<file path="config.mk">
export PLATFORM = sky130hd
export DESIGN_NAME = avr_imem_server
export DESIGN_NICKNAME = d
export VERILOG_FILES = /design/src/rtl/avr_imem_server.sv
export SDC_FILE = /design/constraint.sdc
export NUM_CORES = 2
export LEC_CHECK = 0
export CAP_MARGIN = 30
export CORE_MARGIN = 1.5
export CORE_UTILIZATION = 25
export CTS_CLUSTER_DIAMETER = 50
export DETAILED_ROUTE_END_ITERATION = 8
export PLACE_DENSITY_LB_ADDON = 0.3
export SLEW_MARGIN = 0
export SYNTH_ARGS = -nofsm -noshare
export SYNTH_HDL_FRONTEND = slang
export SYNTH_SLANG_ARGS = --single-unit
</file>
<file path="constraint.sdc">
create_clock -name clk -period 3.8 [get_ports clk]
set_input_delay 0.76 -clock clk [delete_from_list [all_inputs] [get_ports clk]]
set_output_delay 0.76 -clock clk [all_outputs]
set_load 0.05 [all_outputs]
</file>
<file path="src/rtl/avr_imem_server.sv">
// ---------------------------------------------------------------------------
// avr_imem_server
//   Instruction-side responder for the AVR core. Holds a loadable program RAM,
//   answers each core fetch address with a registered 16-bit instruction word
//   and sequences IDLE -> RUN -> HALT. core_run tells the core when it may
//   advance.
//
// Ports
//   clk          rising-edge clock
//   reset        asynchronous, active-low reset
//   load_en      write load_data to mem[load_addr] (ignored while running)
//   load_addr    program write address
//   load_data    program write data
//   start        one-cycle pulse: begin a run from IDLE or HALT
//   pc           fetch address from the core
//   instruction  registered instruction word (1-cycle latency from pc)
//   core_run     high while state is RUN
//   halted       set when the BREAK opcode is fetched, cleared by start
//   pc_err       sticky out-of-range fetch flag, cleared by start
//   fetch_count  words delivered in the current run, saturating
//   state        00 IDLE, 01 RUN, 10 HALT
// ---------------------------------------------------------------------------
module avr_imem_server #(
  parameter int unsigned DEPTH       = 128,
  parameter int unsigned PC_W        = 8,
  parameter int unsigned ADDR_W      = $clog2(DEPTH),
  parameter logic [15:0] HALT_OPCODE = 16'h9598,
  parameter logic [15:0] NOP_OPCODE  = 16'h0000
) (
  input  logic              clk,
  input  logic              reset,
  input  logic              load_en,
  input  logic [ADDR_W-1:0] load_addr,
  input  logic [15:0]       load_data,
  input  logic              start,
  input  logic [PC_W-1:0]   pc,
  output logic [15:0]       instruction,
  output logic              core_run,
  output logic              halted,
  output logic              pc_err,
  output logic [15:0]       fetch_count,
  output logic [1:0]        state
);

  localparam int unsigned WORD_W = 16;
  // Compare width wide enough to hold both pc and DEPTH without truncation
  localparam int unsigned CMP_W  = ((PC_W > ADDR_W) ? PC_W : ADDR_W) + 1;
  localparam logic [WORD_W-1:0] CNT_MAX = '1;

  typedef enum logic [1:0] {
    ST_IDLE = 2'b00,
    ST_RUN  = 2'b01,
    ST_HALT = 2'b10
  } state_t;

  state_t              state_q;
  state_t              state_d;
  logic [WORD_W-1:0]   instr_d;
  logic                halted_d;
  logic                pc_err_d;
  logic [WORD_W-1:0]   count_d;
  logic                mem_we;

  logic [WORD_W-1:0]   mem [DEPTH];
  logic [ADDR_W-1:0]   pc_idx;
  logic                pc_in_range;
  logic [WORD_W-1:0]   fetch_word;

  // Fetch address decode; fetch_word is only used when pc is in range
  assign pc_idx      = ADDR_W'(pc);
  assign pc_in_range = (CMP_W'(pc) < CMP_W'(DEPTH));
  assign fetch_word  = mem[pc_idx];

  // Program RAM: no reset, contents survive a reset
  always_ff @(posedge clk) begin
    if (mem_we) begin
      mem[load_addr] <= load_data;
    end
  end

  // State register
  always_ff @(posedge clk or negedge reset) begin
    if (!reset) begin
      state_q <= ST_IDLE;
    end else begin
      state_q <= state_d;
    end
  end

  // Next-state and next-output logic
  always_comb begin
    state_d  = state_q;
    instr_d  = NOP_OPCODE;
    halted_d = halted;
    pc_err_d = pc_err;
    count_d  = fetch_count;
    mem_we   = 1'b0;

    case (state_q)
      ST_RUN: begin
        // Every RUN edge delivers one word, in range or not
        if (fetch_count != CNT_MAX) begin
          count_d = fetch_count + WORD_W'(1);
        end
        if (pc_in_range) begin
          instr_d = fetch_word;
          if (fetch_word == HALT_OPCODE) begin
            halted_d = 1'b1;
            state_d  = ST_HALT;
          end
        end else begin
          pc_err_d = 1'b1;
        end
      end
      default: begin
        // IDLE, HALT and the unused encoding all behave as stopped states;
        // a load coinciding with start lands before the first RUN fetch
        mem_we = load_en;
        if (start) begin
          state_d  = ST_RUN;
          count_d  = '0;
          halted_d = 1'b0;
          pc_err_d = 1'b0;
        end
      end
    endcase
  end

  // Registered outputs
  always_ff @(posedge clk or negedge reset) begin
    if (!reset) begin
      instruction <= NOP_OPCODE;
      halted      <= 1'b0;
      pc_err      <= 1'b0;
      fetch_count <= '0;
    end else begin
      instruction <= instr_d;
      halted      <= halted_d;
      pc_err      <= pc_err_d;
      fetch_count <= count_d;
    end
  end

  assign state    = 2'(state_q);
  assign core_run = (state_q == ST_RUN);

endmodule

</file>
=== Word-level counts from Yosys, hierarchy flattened ===
Memory sizes are Yosys's and may differ from the RTL's.
Cells that the tools add are included.

* Bits in registers: 36
* Bits in writable memories: 2048
* Input bits: 35
* Output and inout bits: 37
* Word-level logic and storage cells: 37
* Memories kept: 1

* Add/sub/neg operators: 1
* Magnitude comparators: 1
* Equal/unequal tests: 7
* Multiplexer cells: 18
* Reduce and logical (&&, ||, !) cells: 4

{| class="wikitable"
|+ Memories
! name !! words !! width !! rd ports !! clocked after memory_dff !! write ports !! line !! source
|-
| mem || 128 || 16 || 1 || 0 || 1 || 64 || <nowiki>logic [WORD_W-1:0] mem [DEPTH];</nowiki>
|}

{| class="wikitable"
|+ Operators with widths
! operator !! number
|-
| $mux 16 || 5
|-
| $add 16x1->16 const B || 1
|-
| $eq 16x16->1 const B || 1
|-
| $ne 16x16->1 const B || 1
|-
| $mux 1 || 9
|-
| $lt 8x8->1 const B || 1
|-
| $mux 2 || 4
|-
| $ne 2x1->1 const B || 3
|-
| $reduce_and 2->1 || 2
|-
| $reduce_and 3->1 || 1
|-
| $eq 2x1->1 const B || 1
|-
| $ne 2x2->1 const B || 1
|-
| $reduce_bool 2->1 || 1
|}

=== Logic depth before layout (Yosys ltp) ===
An unclocked memory read counts as a cell.

* Word-level depth: 5
* Depth in mapped cells: 16
* Depth with buffers taken out: 9

=== Worst setup path after synthesis ===
OpenSTA, ideal clock, no wires.

* Path type: register to register
* Start point: register, netlist name halted
* End point: memory mem[80][0] (enable)
* Library setup time: 0.430 ns
* Arrival: 3.646 ns
* Required time: 3.370 ns
* Slack: -0.277 ns
* Stages on the path, launching flop included: 7
* Buffers on the path: 0
* Period minus slack after synthesis: 4.077 ns
* Path through: dfrtp_1 inv_1 nand2_1 clkinv_1 nor2b_1 nand3_1 nor4_1

{| class="wikitable"
|+ RTL lines
! item !! line
|-
| end: declaration || 64
|}

==> impl_metrics.tcl <==
set metrics [dict create \
    status "finished clean" \
    synthSimpleGateAreaFrac_pct 3.15 \
    track_usage_pct 16.3 \
    setup_slack_ps 190 \
    dp_slack_ps -992 \
    vias 43500 \
    setup_viol 0 \
    worstHoldPathType "input pin to async pin" \
    n_fill_cell 30800 \
    tightest_slew_ps 1040 \
    numCtsBuffers 242 \
    syn_nets 3792 \
    clock_latency_ps 930 \
    power_mw 51.9 \
    h-tree-depth 4 \
    synth-edff-count 2048 \
    clkSlewWorstSetupHoldPaths_ps 60 \
    post-dp-hpwl_um 179000 \
    drtAntennaViolNets 0 \
    fin_area_mm2 0.101 \
    ys_types 70 \
    antenna_found_initial 12 \
    routed_wl_um 270000 \
    ys_async_sr_fraction_pct 1.68 \
    p_leak_nw 32.4 \
    critPathKind "register to output pin" \
    grt_pass1_wl_um 368000 \
    multiInputGateArea_mm2 0.0174 \
    relSlewSlack_pct 28.6 \
    drtIter0Drc 5129 \
    yosysWarnings 0 \
    die_area_mm2 0.327 \
    fmax_mhz 277 \
    grt_remaining_overflow 0 \
    finalHoldViolations 0 \
    synth_compound_area_share_pct 2.45 \
    wl_per_cell_um 29.8 \
    synth-adder-area-share_pct 0.0155 \
    initial_core_util_pct 25.2 \
    critPathLaunchType "register" \
    ys_dominant_reg_cell "edfxtp_1" \
    finalMaxSlewViolations 0 \
    power_density_mw_per_mm2 512 \
    rows 208 \
    clock_skew_ps 111 \
    ys_seq_elements 2083 \
    final_nets 4579 \
    cts_buffer_depth 4 \
    die_x_um 572 \
    cap_violations 0 \
    grt_setup_unrepaired "no" \
    synth_seq_area_share_pct 77.2 \
    synth_area_mm2 0.0808 \
    area_growth_syn_to_layout_pct 25.3 \
    post_cts_buffers 0 \
    cts_tree "yes" \
    hold_ws_ps 39.5 \
    final_layout_size_suffix_gt1_share_pct 35.2 \
    dpl-instance-area_mm2 0.0934 \
    io_buffers 71 \
    synthXorXnorAreaFrac_pct 0.0867 \
    die_h_um 572 \
    min_period_ps 3610 \
    syn_area_per_cell_um2 21.5 \
    seqCellArea_mm2 0.0624 \
    required_ps 3040 \
    crit_arrival_ps 2850 \
    drc 0 \
    fp.coreArea_mm2 0.321 \
    peakVddDrop_v 0.000450 \
    synthMuxAreaShare_pct 15.5 \
    cts_num_sinks 2083 \
    grt_max_degree 100 \
    period_share_pct 95.0 \
    path_max_fanout 8 \
    netlist_instances 3756 \
    gp_congestion 0.913 \
    viasPerCell 4.80 \
    grt_pass1_vias 43300 \
    pin_count 72 \
    clock-root-buffer "clkbuf_16" \
    end_kind "output pin" \
    firstDrtPassIters 5 \
    synth_top_family_by_area "multiplexers" \
    setup-tns-final_ps 0 \
]
-- flip-flops by register name, indices dropped and copies added (netlist names) --
register and count:
mem 2048, halted 1, state 1, instruction 16, fetch_count 16, pc_err 1
-- report_power, final --
part           internal (mW)  total [mW]  switching [mW]  leakage [nW]
Sequential              25.3        25.4          0.0808          18.8
Clock                   13.4        23.0            9.62          3.81
Combinational           1.33        3.51            2.19          9.77
Total                   40.0        51.9            11.9          32.4
-- timing repair --
| item | 4_1_cts | 5_1_grt |
|---|---|---|
| hold buffers | 0 | 0 |
| resized for setup | 2 | 0 |
| setup endpoints to repair | 2 | 0 |
-- critical path: stages, from the launching register on --
cell and delay (ps):
dfrtp_1 360, buf_4 190, inv_1 120, nand2_1 100
clkinv_2 210, buf_4 190, clkdlybuf4s50_1 800
-- stage by stage --
stage	std cells	util, %
floorplan	3756	-
global placement	8600	29.0
detailed placement	8603	29.1
CTS	9045	31.5
global route	9051	31.5
finish	9056	31.5
-- Yosys cell counts (12+ instances only) --
| master | count | area share, % |
|---|---|---|
| mux2i_1 | 136 | 1.7 |
| o21ai_0 | 48 | 0.30 |
| mux4_1 | 26 | 0.85 |
| a22oi_1 | 78 | 0.72 |
| nand2_1 | 143 | 0.66 |
| and2_1 | 13 | 0.10 |
| nand4_1 | 18 | 0.14 |
| buf_4 | 35 | 0.32 |
| edfxtp_1 | 2048 | 76 |
| clkbuf_1 | 60 | 0.28 |
| a22o_1 | 17 | 0.18 |
| a21oi_1 | 26 | 0.16 |
| nor2b_1 | 24 | 0.19 |
| o22ai_1 | 23 | 0.18 |
| buf_2 | 61 | 0.38 |
| mux4_2 | 458 | 13 |
| nor2_1 | 199 | 0.92 |
| mux2_2 | 12 | 0.17 |
| nand3_1 | 70 | 0.43 |
| a31oi_1 | 18 | 0.14 |
| dfrtp_1 | 35 | 1.1 |
| a221oi_1 | 26 | 0.28 |
| a211oi_1 | 13 | 0.12 |
| buf_6 | 25 | 0.35 |
-- cells in the final DEF, fill, tap and decap left out, drive strengths merged, types with 6 or more instances in the layout --
cell type and instances:
inv 34, clkinv 88, a211oi 13, dfrtp 35, nor2b 24, a31oi 18, nand2b 8, and3 8
mux4 484, o22ai 23, nand3 70, a22o 17, a22oi 78, or3b 10, bufinv 22, buf 698
nand2 143, o21ai 49, a21oi 26, and2 14, a2111oi 6, mux2i 136, nor4 7, mux2 12
clkdlybuf4s50 48, nand3b 10, a221oi 28, nor2 199, diode 10, edfxtp 2048, nand4 18, clkinvlp 15
clkbuf 290
-- final timing paths --
check                                 from         endpoint  slack [ps]  cells past startpoint
max                                 halted         core_run         190                      6
min                                  reset   fetch_count[7]          40                      1
max reg2reg                   mem[123][13]           halted         490                     10
min reg2reg                fetch_count[13]  fetch_count[13]         540                      1
max in group asynchronous            reset   instruction[5]        2980                      2
min in group clk             load_data[15]      mem[52][15]         230                      1
-- routing by layer --
metal	up-vias	routed length [um]	GRT usage, %
met5	-	20	0
met4	2	10200	5.89
met3	389	17700	2.40
met2	1836	127000	26.2
met1	23800	115000	22.3
li1	17400	-	-
-- layout make-up --
cell class,instances,area share (%)
Sequential cell,2083,61.6
Multi-Input combinational cell,1463,17.2
Timing Repair Buffer,746,8.08
Clock buffer,290,6.22
Tap cell,4305,5.32
Clock inverter,152,1.54
Inverter,7,0.0309
Antenna cell,10,0.0247
-- cell families (layout without fill, tap and decap cells) --
logic type	Yosys count	count (layout)
simple gates	542	542
xor+xnor	8	8
fa+ha+maj	1	1
other cells	0	10
mux	632	632
flops	2083	2083
buf+inv	210	1195
compound gates	280	280
Note: power is estimated with default switching activity, not from simulation.
